### config.mk
export PLATFORM = sky130hd
export DESIGN_NAME = game_state_ctrl_flat
export DESIGN_NICKNAME = d
export VERILOG_FILES = /design/src/rtl/game_state_ctrl_pkg.sv /design/src/rtl/game_state_ctrl_if.sv /design/src/rtl/game_state_ctrl_score_bcd_counter.sv /design/src/rtl/game_state_ctrl.sv /design/src/flat_wrapper.sv
export SDC_FILE = /design/constraint.sdc
export NUM_CORES = 1
export LEC_CHECK = 0
export ABC_AREA = 1
export CORE_MARGIN = 2
export CORE_UTILIZATION = 56
export DETAILED_ROUTE_END_ITERATION = 8
export PLACE_DENSITY = 0.89
export SYNTH_ARGS = -nofsm -noshare
export SYNTH_HDL_FRONTEND = slang
export SYNTH_SLANG_ARGS = --single-unit
### constraint.sdc
create_clock -name clk -period 1.7 [get_ports clk]
set_input_delay 0.34 -clock clk [delete_from_list [all_inputs] [get_ports clk]]
set_output_delay 0.34 -clock clk [all_outputs]
set_load 0.01 [all_outputs]
### src/rtl/game_state_ctrl_pkg.sv
`default_nettype none
// ---------------------------------------------------------------------------
// Module   : game_pkg
// Brief    : Shared state encoding and BCD score constants for game control.
// Revision : 1.0 - initial release
// ---------------------------------------------------------------------------
package game_pkg;

  localparam int c_bcd_digit_w = 4;
  localparam int c_bcd_digits  = 4;
  localparam int c_score_w     = c_bcd_digit_w * c_bcd_digits;
  localparam logic [c_bcd_digit_w-1:0] c_bcd_max = 4'd9;

  typedef enum logic [1:0] {
    IDLE  = 2'd0,
    PLAY  = 2'd1,
    CRASH = 2'd2,
    OVER  = 2'd3
  } state_t;

  // Counter width for a modulus, never narrower than one bit.
  function automatic int cnt_width(input int n);
    return (n > 1) ? $clog2(n) : 1;
  endfunction

endpackage
`default_nettype wire

### src/rtl/game_state_ctrl_if.sv
`default_nettype none
// ---------------------------------------------------------------------------
// Module   : game_state_ctrl_if
// Brief    : Video/button inputs and overlay/score outputs of the game FSM.
// Revision : 1.0 - initial release
// ---------------------------------------------------------------------------
interface game_state_ctrl_if;
  import game_pkg::*;

  logic                 refr_tick;
  logic                 video_on;
  logic                 car_on;
  logic                 obst_on;
  logic                 btn_start;
  logic                 game_run;
  logic                 crash_en;
  logic                 crash_pulse;
  logic [c_score_w-1:0] score;
  logic [1:0]           state;

  modport master (
    output refr_tick, video_on, car_on, obst_on, btn_start,
    input  game_run, crash_en, crash_pulse, score, state
  );

  modport slave (
    input  refr_tick, video_on, car_on, obst_on, btn_start,
    output game_run, crash_en, crash_pulse, score, state
  );
endinterface
`default_nettype wire

### src/rtl/game_state_ctrl_score_bcd_counter.sv
`default_nettype none
// ---------------------------------------------------------------------------
// Module   : score_bcd_counter
// Brief    : Four-digit BCD incrementer, sync clear, saturating at 9999.
// Revision : 1.0 - initial release
// ---------------------------------------------------------------------------
module score_bcd_counter
  import game_pkg::*;
(
  input  wire logic                 clk,
  input  wire logic                 rst_n,
  input  wire logic                 clr,
  input  wire logic                 inc,
  output logic      [c_score_w-1:0] bcd
);

  logic [c_score_w-1:0]  r_bcd;
  logic [c_score_w-1:0]  w_next;
  logic [c_bcd_digits:0] w_carry;
  logic                  w_sat;

  assign w_carry[0] = 1'b1;

  for (genvar gi = 0; gi < c_bcd_digits; gi++) begin : g_digit
    logic [c_bcd_digit_w-1:0] w_d;
    assign w_d            = r_bcd[gi*c_bcd_digit_w +: c_bcd_digit_w];
    assign w_carry[gi+1]  = w_carry[gi] & (w_d == c_bcd_max);
    assign w_next[gi*c_bcd_digit_w +: c_bcd_digit_w] =
      !w_carry[gi]       ? w_d :
      (w_d == c_bcd_max) ? '0  : w_d + 1'b1;
  end

  // A carry out of the top digit means every digit is 9.
  assign w_sat = w_carry[c_bcd_digits];

  always_ff @(posedge clk or negedge rst_n) begin
    if (!rst_n) begin
      r_bcd <= '0;
    end else if (clr) begin
      r_bcd <= '0;
    end else if (inc && !w_sat) begin
      r_bcd <= w_next;
    end
  end

  assign bcd = r_bcd;

endmodule
`default_nettype wire

### src/rtl/game_state_ctrl.sv
`default_nettype none
// ---------------------------------------------------------------------------
// Module   : game_state_ctrl
// Brief    : Play/crash/game-over FSM driving the crash overlay and score.
// Revision : 1.0 - initial release
// ---------------------------------------------------------------------------
module game_state_ctrl
  import game_pkg::*;
#(
  parameter int HOLD_FRAMES      = 60,
  parameter int BLINK_FRAMES     = 30,
  parameter int FRAMES_PER_POINT = 60
) (
  input  wire logic        clk,
  input  wire logic        rst_n,
  game_state_ctrl_if.slave bus
);

  localparam int c_frame_w = cnt_width(FRAMES_PER_POINT);
  localparam int c_hold_w  = cnt_width(HOLD_FRAMES);
  localparam int c_blink_w = cnt_width(BLINK_FRAMES);
  localparam logic [c_frame_w-1:0] c_frame_last = c_frame_w'(FRAMES_PER_POINT - 1);
  localparam logic [c_hold_w-1:0]  c_hold_last  = c_hold_w'(HOLD_FRAMES - 1);
  localparam logic [c_blink_w-1:0] c_blink_last = c_blink_w'(BLINK_FRAMES - 1);

  state_t               r_state;
  logic                 r_btn_d;
  logic                 r_hit;
  logic                 r_game_run;
  logic                 r_crash_en;
  logic                 r_crash_pulse;
  logic                 r_blink_ph;
  logic [c_frame_w-1:0] r_frame_cnt;
  logic [c_hold_w-1:0]  r_hold_cnt;
  logic [c_blink_w-1:0] r_blink_cnt;

  logic w_start_edge;
  logic w_hit;
  logic w_frame_hit;
  logic w_score_clr;
  logic w_score_inc;

  assign w_start_edge = bus.btn_start & ~r_btn_d;
  assign w_hit        = bus.video_on & bus.car_on & bus.obst_on & (r_state == PLAY);
  // A hit in the refr_tick cycle still belongs to the frame being closed.
  assign w_frame_hit  = r_hit | w_hit;
  assign w_score_clr  = w_start_edge & ((r_state == IDLE) | (r_state == OVER));
  assign w_score_inc  = (r_state == PLAY) & bus.refr_tick & ~w_frame_hit &
                        (r_frame_cnt == c_frame_last);

  always_ff @(posedge clk or negedge rst_n) begin
    if (!rst_n) begin
      r_state       <= IDLE;
      r_btn_d       <= 1'b1;
      r_hit         <= 1'b0;
      r_game_run    <= 1'b0;
      r_crash_en    <= 1'b0;
      r_crash_pulse <= 1'b0;
      r_blink_ph    <= 1'b0;
      r_frame_cnt   <= '0;
      r_hold_cnt    <= '0;
      r_blink_cnt   <= '0;
    end else begin
      r_btn_d       <= bus.btn_start;
      r_crash_pulse <= 1'b0;

      if (bus.refr_tick) begin
        r_hit <= 1'b0;
      end else if (w_hit) begin
        r_hit <= 1'b1;
      end

      case (r_state)
        IDLE: begin
          if (w_start_edge) begin
            r_state     <= PLAY;
            r_game_run  <= 1'b1;
            r_frame_cnt <= '0;
            r_hit       <= 1'b0;
          end
        end

        PLAY: begin
          if (bus.refr_tick) begin
            if (w_frame_hit) begin
              r_state       <= CRASH;
              r_game_run    <= 1'b0;
              r_crash_en    <= 1'b1;
              r_crash_pulse <= 1'b1;
              r_frame_cnt   <= '0;
              r_hold_cnt    <= '0;
            end else if (r_frame_cnt == c_frame_last) begin
              r_frame_cnt <= '0;
            end else begin
              r_frame_cnt <= r_frame_cnt + 1'b1;
            end
          end
        end

        CRASH: begin
          if (bus.refr_tick) begin
            if (r_hold_cnt == c_hold_last) begin
              r_state     <= OVER;
              r_blink_cnt <= '0;
              r_blink_ph  <= 1'b1;
              r_crash_en  <= 1'b1;
            end else begin
              r_hold_cnt <= r_hold_cnt + 1'b1;
            end
          end
        end

        OVER: begin
          // Restart takes priority over a blink step in the same cycle.
          if (w_start_edge) begin
            r_state     <= PLAY;
            r_game_run  <= 1'b1;
            r_crash_en  <= 1'b0;
            r_frame_cnt <= '0;
            r_hold_cnt  <= '0;
            r_blink_cnt <= '0;
            r_blink_ph  <= 1'b0;
            r_hit       <= 1'b0;
          end else if (bus.refr_tick) begin
            if (r_blink_cnt == c_blink_last) begin
              r_blink_cnt <= '0;
              r_blink_ph  <= ~r_blink_ph;
              r_crash_en  <= ~r_blink_ph;
            end else begin
              r_blink_cnt <= r_blink_cnt + 1'b1;
            end
          end
        end

        default: begin
          r_state <= IDLE;
        end
      endcase
    end
  end

  score_bcd_counter u_score (
    .clk   (clk),
    .rst_n (rst_n),
    .clr   (w_score_clr),
    .inc   (w_score_inc),
    .bcd   (bus.score)
  );

  assign bus.state       = r_state;
  assign bus.game_run    = r_game_run;
  assign bus.crash_en    = r_crash_en;
  assign bus.crash_pulse = r_crash_pulse;

endmodule
`default_nettype wire

### src/flat_wrapper.sv
// flat-port wrapper written by rule: the top's interface ports become plain ports
module game_state_ctrl_flat import game_pkg::*;
#(
  parameter int HOLD_FRAMES      = 60,
  parameter int BLINK_FRAMES     = 30,
  parameter int FRAMES_PER_POINT = 60
)
  (clk, rst_n, bus_refr_tick, bus_video_on, bus_car_on, bus_obst_on, bus_btn_start, bus_game_run, bus_crash_en, bus_crash_pulse, bus_score, bus_state);
  game_state_ctrl_if bus_i ();
  input  wire logic clk;
  input  wire logic rst_n;
  input wire logic [$bits(bus_i.refr_tick)-1:0] bus_refr_tick;
  input wire logic [$bits(bus_i.video_on)-1:0] bus_video_on;
  input wire logic [$bits(bus_i.car_on)-1:0] bus_car_on;
  input wire logic [$bits(bus_i.obst_on)-1:0] bus_obst_on;
  input wire logic [$bits(bus_i.btn_start)-1:0] bus_btn_start;
  output wire logic [$bits(bus_i.game_run)-1:0] bus_game_run;
  output wire logic [$bits(bus_i.crash_en)-1:0] bus_crash_en;
  output wire logic [$bits(bus_i.crash_pulse)-1:0] bus_crash_pulse;
  output wire logic [$bits(bus_i.score)-1:0] bus_score;
  output wire logic [$bits(bus_i.state)-1:0] bus_state;
  assign bus_i.refr_tick = bus_refr_tick;
  assign bus_i.video_on = bus_video_on;
  assign bus_i.car_on = bus_car_on;
  assign bus_i.obst_on = bus_obst_on;
  assign bus_i.btn_start = bus_btn_start;
  assign bus_game_run = bus_i.game_run;
  assign bus_crash_en = bus_i.crash_en;
  assign bus_crash_pulse = bus_i.crash_pulse;
  assign bus_score = bus_i.score;
  assign bus_state = bus_i.state;
  game_state_ctrl #(.HOLD_FRAMES(HOLD_FRAMES), .BLINK_FRAMES(BLINK_FRAMES), .FRAMES_PER_POINT(FRAMES_PER_POINT)) u_core (.clk(clk), .rst_n(rst_n), .bus(bus_i));
endmodule
==> results.txt, run 1 <==
largest net degree at the start of global routing: 42
reg2reg start: u_core.u_score.bcd[1]$_DFFE_PN0P_
ANT cells: 0
slowest CP cell: dfrtp_1
CP Max Fanout: 6
Slew @ Worst Pin: 529 ps
met3 usage: 0.0627
Area Overhead vs Synth: 32.1%
initial antenna violation count: 0
vias after detailed routing: 2400
FMAX: 602 MHz
most used cell, CP: nand3_2
CTS tree: done
max_cap viols: 0
Worst Setup Start Kind: flip-flop
IO buf count: 27
Hold Vio Cnt, Final: 0
leak pwr: 1.68 nW
first-pass GRT wire length: 9810 um
clock-pin slew on the worst setup and hold paths: 80 ps
CTS max path bufs: 2
post-synth top area share: 0.400
Min Hold Slack: 84.5 ps
GRT Total Usage: 0.241
Die W: 70.8 um
cells along the critical path: inv_2, ha_2, nand3_2, nor2_2, nand3_2, nand2_2, nand2_4, buf_4, nand2_1, o21ai_1
slew margin rel.: 0.647
Routed wire per std cell: 13.5 um
row count: 24
Root Buffer: clkbuf_8
Peak VDD IR: 698 uV
Core Region: 4320 um2
GPL Wtd Cong: 0.897
Buf/Inv on CP: 2
nets@finish: 417
largest cells by area after synthesis: dfrtp_1, nand2_1, nand3_1
clk_skew: 2.89 ps
Async SR Flop Fraction: 1.00
Data arrival, critical path: 1850 ps
Synth Net Count: 350
Critical Path Max Stage Delay: 430 ps
top-count cell post-synth: nand2_1
Post-Syn Instances: 326
post-synthesis register bit count: 41
Top delay family on crit path: simple AND/OR/NAND/NOR gates
Synth cell types: 27
RSZ-0062 raised after global routing: true
top cells by count, synth: nand2_1, nand3_1, dfrtp_1
crit path from: u_core.u_score.bcd[1]$_DFFE_PN0P_
clk sinks: 41
Top FF cell, synth: dfrtp_1
met2 track demand over resource: 0.423
routed wire length: 6030 um
number of synthesized flops with an enable pin: 0
layout cells sized above 1: 0.211
Initial Util: 0.578
IO Count: 28
Hold/Removal Path Class: primary input to async pin
dpl ws: -177 ps
residual DRC count: 0
clock latency at the later pin of the worst-skew pair: 300 ps
post-synthesis sequential area ratio: 0.411
synth warn: 0
met1 Usage GRT: 0.283
vias in the first global route: 2374
pwr/cell area: 1360 nW/um2
Die Y: 70.8 um
routed vias/inst: 5.38
Critical Path RT: 1890 ps
final setup TNS: 0 ps
grt ovf: 0
post-route setup slack: 39.3 ps
period utilization: 0.977
DRT Pass-1 Iters: 4
H-tree Lvls: 2
Worst Setup Path Type: flip-flop to flip-flop
Final Max Slew Viols: 0
post-route minimum period: 1660 ps
DP HPWL: 4260 um
Synth Cell Area: 2500 um2
Inserted Clock Buffers: 5
outcome: complete, no violations
drt first-iter violations: 120
Post-Syn Area per Cell: 7.67 um2
GRT Max-Usage Layer: met2
CTS hold repair buffers: 0
die area: 5010 um2
Final ANT Viol Nets: 0
CP Capture Type: flip-flop
leading area contributor after synthesis: dfrtp_1
# setup viols final: 0
-- layout make-up --
cell class	count	area, um2
Clock buffer	8	80.1
Fill cell	298	1020
Inverter	43	164
Multi-Input combinational cell	241	1420
Sequential cell	41	1030
Tap cell	52	65.1
Timing Repair Buffer	61	541
-- repair_timing --
item,CTS,global route
cloned,0,1
endpoints found under the setup margin,21,36
resized for setup,4,38
buffers inserted,0,2
pin swaps,0,9
-- worst paths after layout --
path,end,slack (ps),cells after the start
min reg2reg,u_core.bus.crash_en$_DFFE_PN0P_,480,2
max,u_core.u_score.bcd[2]$_DFFE_PN0P_,40,10
min in group clk,u_core.bus.crash_en$_DFFE_PN0P_,480,2
max reg2reg,u_core.u_score.bcd[2]$_DFFE_PN0P_,40,10
max in group asynchronous,u_core.u_score.bcd[10]$_DFFE_PN0P_,1210,2
min,u_core.bus.state[1]$_DFFE_PN0P_,80,2
-- power by group --
part,switching [W],internal (W),leakage (nW)
clock,0.000343,0.000292,0.0395
combinational,0.00138,0.00116,1.09
sequential,0.000143,0.00116,0.546
total,0.00186,0.00261,1.68
-- logic make-up after synthesis --
| group | synth area share |
|---|---|
| adders and majority gates | 0.0851 |
| buffers and inverters | 0.0711 |
| xor gates and xnor gates | 0.0596 |
| DFF | 0.411 |
| AOI/OAI and AO/OA | 0.0491 |
| and+or+nand+nor | 0.324 |
-- through the flow --
stage	util	total power [W]	area [um2]	instances
detailed placement	0.708	0.00352	3060	436
floorplan	-	0.00248	2500	326
CTS	0.731	0.00421	3160	444
global route	0.764	0.00480	3300	446
finish	0.764	0.00448	3300	446
global placement	0.708	0.00341	3060	436
-- registers in the layout (all words and copies together), names as in the netlist --
name                    cells
u_core.r_blink_cnt          5
u_core.bus.crash_en         1
u_core.bus.state            2
u_core.r_hold_cnt           6
u_core.r_hit                1
u_core.r_blink_ph           1
u_core.bus.game_run         1
u_core.u_score.bcd         16
u_core.bus.crash_pulse      1
u_core.r_frame_cnt          6
u_core.r_btn_d              1
-- placed cells by master (no fill, tap or decap), drive strengths merged, types with 8 or more instances in the layout --
| cell type | count |
|---|---|
| o21ai | 18 |
| nand2 | 89 |
| buf | 35 |
| clkbuf | 8 |
| dfrtp | 40 |
| nor2 | 35 |
| xor2 | 9 |
| xnor2 | 8 |
| ha | 17 |
| nand3 | 45 |
| inv | 42 |
| clkdlybuf4s50 | 21 |
-- layer usage --
metal  wire length, um  up-vias
met5                 0        -
met4                77        0
met3               274        8
met2              3200       68
met1              2480     1145
li1                  -     1179
-- worst register-to-register path: stages (launching register included) --
cell	delay (ps)
dfrtp_1	430
inv_2	90
ha_2	190
nand3_2	100
nor2_2	160
nand3_2	110
nand2_2	120
nand2_4	80
buf_4	160
nand2_1	60
o21ai_1	60
Note: power is estimated with default switching activity, not from simulation.
==> run 2, diff against run 1 <==
Clock period 1.7 ns to 1.6 ns, I/O delays scaled along.
==> run 2 against run 1 <==
  * Flip-flop and latch count unchanged
  * Largest cell class unchanged
  * Sequential power increased by 8%
  * Register-to-register slack got worse by 130 ps
  * The flow now finishes with violations (setup timing)
  * Critical path type unchanged
==> results.txt, run 2 (synthesis gave the netlist of run 1 again) <==
outcome: finished with violations
failing checks: setup timing
Routed wire per std cell: 15.1 um (+11%)
routed vias/inst: 5.50 (+2.3%)
layout cells sized above 1: 0.290 (+0.0796)
routed wire length: 6960 um (+15%)
final setup TNS: -396 ps (-396 ps)
Die Y: 70.8 um (unchanged)
Hold/Removal Path Class: flip-flop to flip-flop
clock latency at the later pin of the worst-skew pair: 300 ps (about the same)
CP Capture Type: flip-flop
row count: 24 (unchanged)
Final Max Slew Viols: 0 (unchanged)
clock-pin slew on the worst setup and hold paths: 90 ps (about the same)
Inserted Clock Buffers: 5 (unchanged)
Final ANT Viol Nets: 0 (unchanged)
max_cap viols: 0 (unchanged)
drt first-iter violations: 147 (+23%)
DRT Pass-1 Iters: 5 (+1)
CTS tree: done
post-route minimum period: 1690 ps (+31.3 ps)
Slew @ Worst Pin: 431 ps (-97.7 ps)
slowest CP cell: dfrtp_1
max FFs per register: 16 (unchanged)
nets@finish: 433 (+3.8%)
Die W: 70.8 um (unchanged)
Worst Setup Path Type: flip-flop to flip-flop
GPL Wtd Cong: 0.876 (-2.3%)
Min Hold Slack: 475 ps (+390 ps)
vias in the first global route: 2423 (+2.1%)
period utilization: 1.06 (+0.0806)
path depth of the worst reg2reg path: 8 (-2)
Worst Setup Start Kind: flip-flop
most common cell after layout, fill and taps aside: nand2_1
IO Count: 28 (unchanged)
initial antenna violation count: 0 (unchanged)
residual DRC count: 0 (unchanged)
IO buf count: 27 (unchanged)
H-tree Lvls: 2 (unchanged)
first-pass GRT wire length: 10200 um (+3.9%)
DP HPWL: 4200 um (-1.5%)
CTS max path bufs: 2 (unchanged)
post-route setup slack: -92.1 ps (-131 ps)
Root Buffer: clkbuf_8
Critical Path RT: 1830 ps (-60 ps)
pwr/cell area: 1420 nW/um2 (+4.5%)
most frequent cells in the layout: nand2_1, buf_4, dfrtp_1
CP Max Fanout: 8 (+2)
clk sinks: 41 (unchanged)
Core Region: 4320 um2 (unchanged)
ANT cells: 0 (unchanged)
Data arrival, critical path: 1920 ps (+70 ps)
grt ovf: 0 (unchanged)
largest net degree at the start of global routing: 26 (-38%)
Hold Crit Depth: 2
leak pwr: 1.77 nW (+5.7%)
FMAX: 591 MHz (-1.9%)
most used cell, CP: buf_4
GRT Total Usage: 0.253 (+0.0111)
Peak VDD IR: 984 uV (+41%)
# setup viols final: 12 (+12)
slew margin rel.: 0.712 (+0.0651)
die area: 5010 um2 (unchanged)
Area Overhead vs Synth: 40.4%
cells along the critical path: inv_2, buf_4, ha_4, nor2_4, buf_4, nor3_1, nand3_2, nand2_1
RSZ-0062 raised after global routing: true
Initial Util: 0.578 (unchanged)
Critical Path Max Stage Delay: 430 ps (about the same)
vias after detailed routing: 2543 (+6.0%)
Hold Vio Cnt, Final: 0 (unchanged)
clk_skew: 17.2 ps (+14.3 ps)
-- run 2: changes by cell type in the layout (fill, tap and decap cells not counted), moves of 4 or more --
cell / before / now
buf_4: 32 / 46
o21ai_1: 2 / 7
dlymetal6s2s_1: 5 / 0
dlygate4sd2_1: 0 / 11
nand2_1: 82 / 75
clkdlybuf4s50_1: 21 / 15
nand3_2: 5 / 10
nand3_1: 40 / 35
nand2_2: 5 / 9
o21ai_0: 14 / 9
-- run 2: repair_timing --
action                                  in CTS  in global routing
pin swaps                                    5                 19
endpoints found under the hold margin       15                  0
gates cloned                                 0                  1
resized for setup                           24                 45
buffers inserted                             5                  7
hold buffers                                 1                  0
endpoints found under the setup margin      37                 41
-- run 2: final cells by class --
type                            count  area [um2]
Tap cell                           52        65.1
Sequential cell                    41        1030
Multi-Input combinational cell    241        1510
Fill cell                         274         815
Clock buffer                        8        90.1
Timing Repair Buffer               77         649
Inverter                           43         166
-- run 2: stage by stage --
step | area (um2) | utilization | power (W) | setup WS, ps | std cells
final | 3510 | 0.812 | 0.00497 | -92.1 | 462
after global routing | 3510 | 0.812 | 0.00530 | -135 | 462
after CTS | 3300 | 0.763 | 0.00453 | -13.1 | 454
after detailed placement | 3130 | 0.725 | 0.00375 | -272 | 440
after global placement | 3130 | 0.725 | 0.00368 | -202 | 440
after floorplan | 2530 | - | 0.00272 | 0.934 | 326
-- run 2: metal layers --
metal	up-vias	track usage	wire length (um)
met5	-	0	0
met4	0	0.101	250
met3	27	0.0584	406
met2	110	0.452	3610
met1	1201	0.292	2700
li1	1205	-	-
-- run 2: path summary, 6_finish.rpt --
check                      slack (ps)                                 end                            start
max                               -90  u_core.u_score.bcd[11]$_DFFE_PN0P_  u_core.bus.state[1]$_DFFE_PN0P_
min                               470     u_core.bus.crash_en$_DFFE_PN0P_  u_core.bus.crash_en$_DFFE_PN0P_
max reg2reg                       -90  u_core.u_score.bcd[11]$_DFFE_PN0P_  u_core.bus.state[1]$_DFFE_PN0P_
min reg2reg                       470     u_core.bus.crash_en$_DFFE_PN0P_  u_core.bus.crash_en$_DFFE_PN0P_
max in group asynchronous         620  u_core.u_score.bcd[12]$_DFFE_PN0P_                            rst_n
min in group asynchronous         480     u_core.bus.crash_en$_DFFE_PN0P_                            rst_n
-- run 2: worst max-delay path, delay by kind of cell (launching register included) --
family,cells,cell delay [ps]
buf+inv,3,380
flops,1,430
simple gates,4,510
fa+ha+maj,1,280
-- run 2: power breakdown --
| group | leakage (nW) | total (W) | internal [W] | switching [W] |
|---|---|---|---|---|
| sequential | 0.548 | 0.00141 | 0.00124 | 0.000174 |
| combinational | 1.18 | 0.00284 | 0.00125 | 0.00159 |
| clock | 0.0455 | 0.000723 | 0.000353 | 0.000370 |
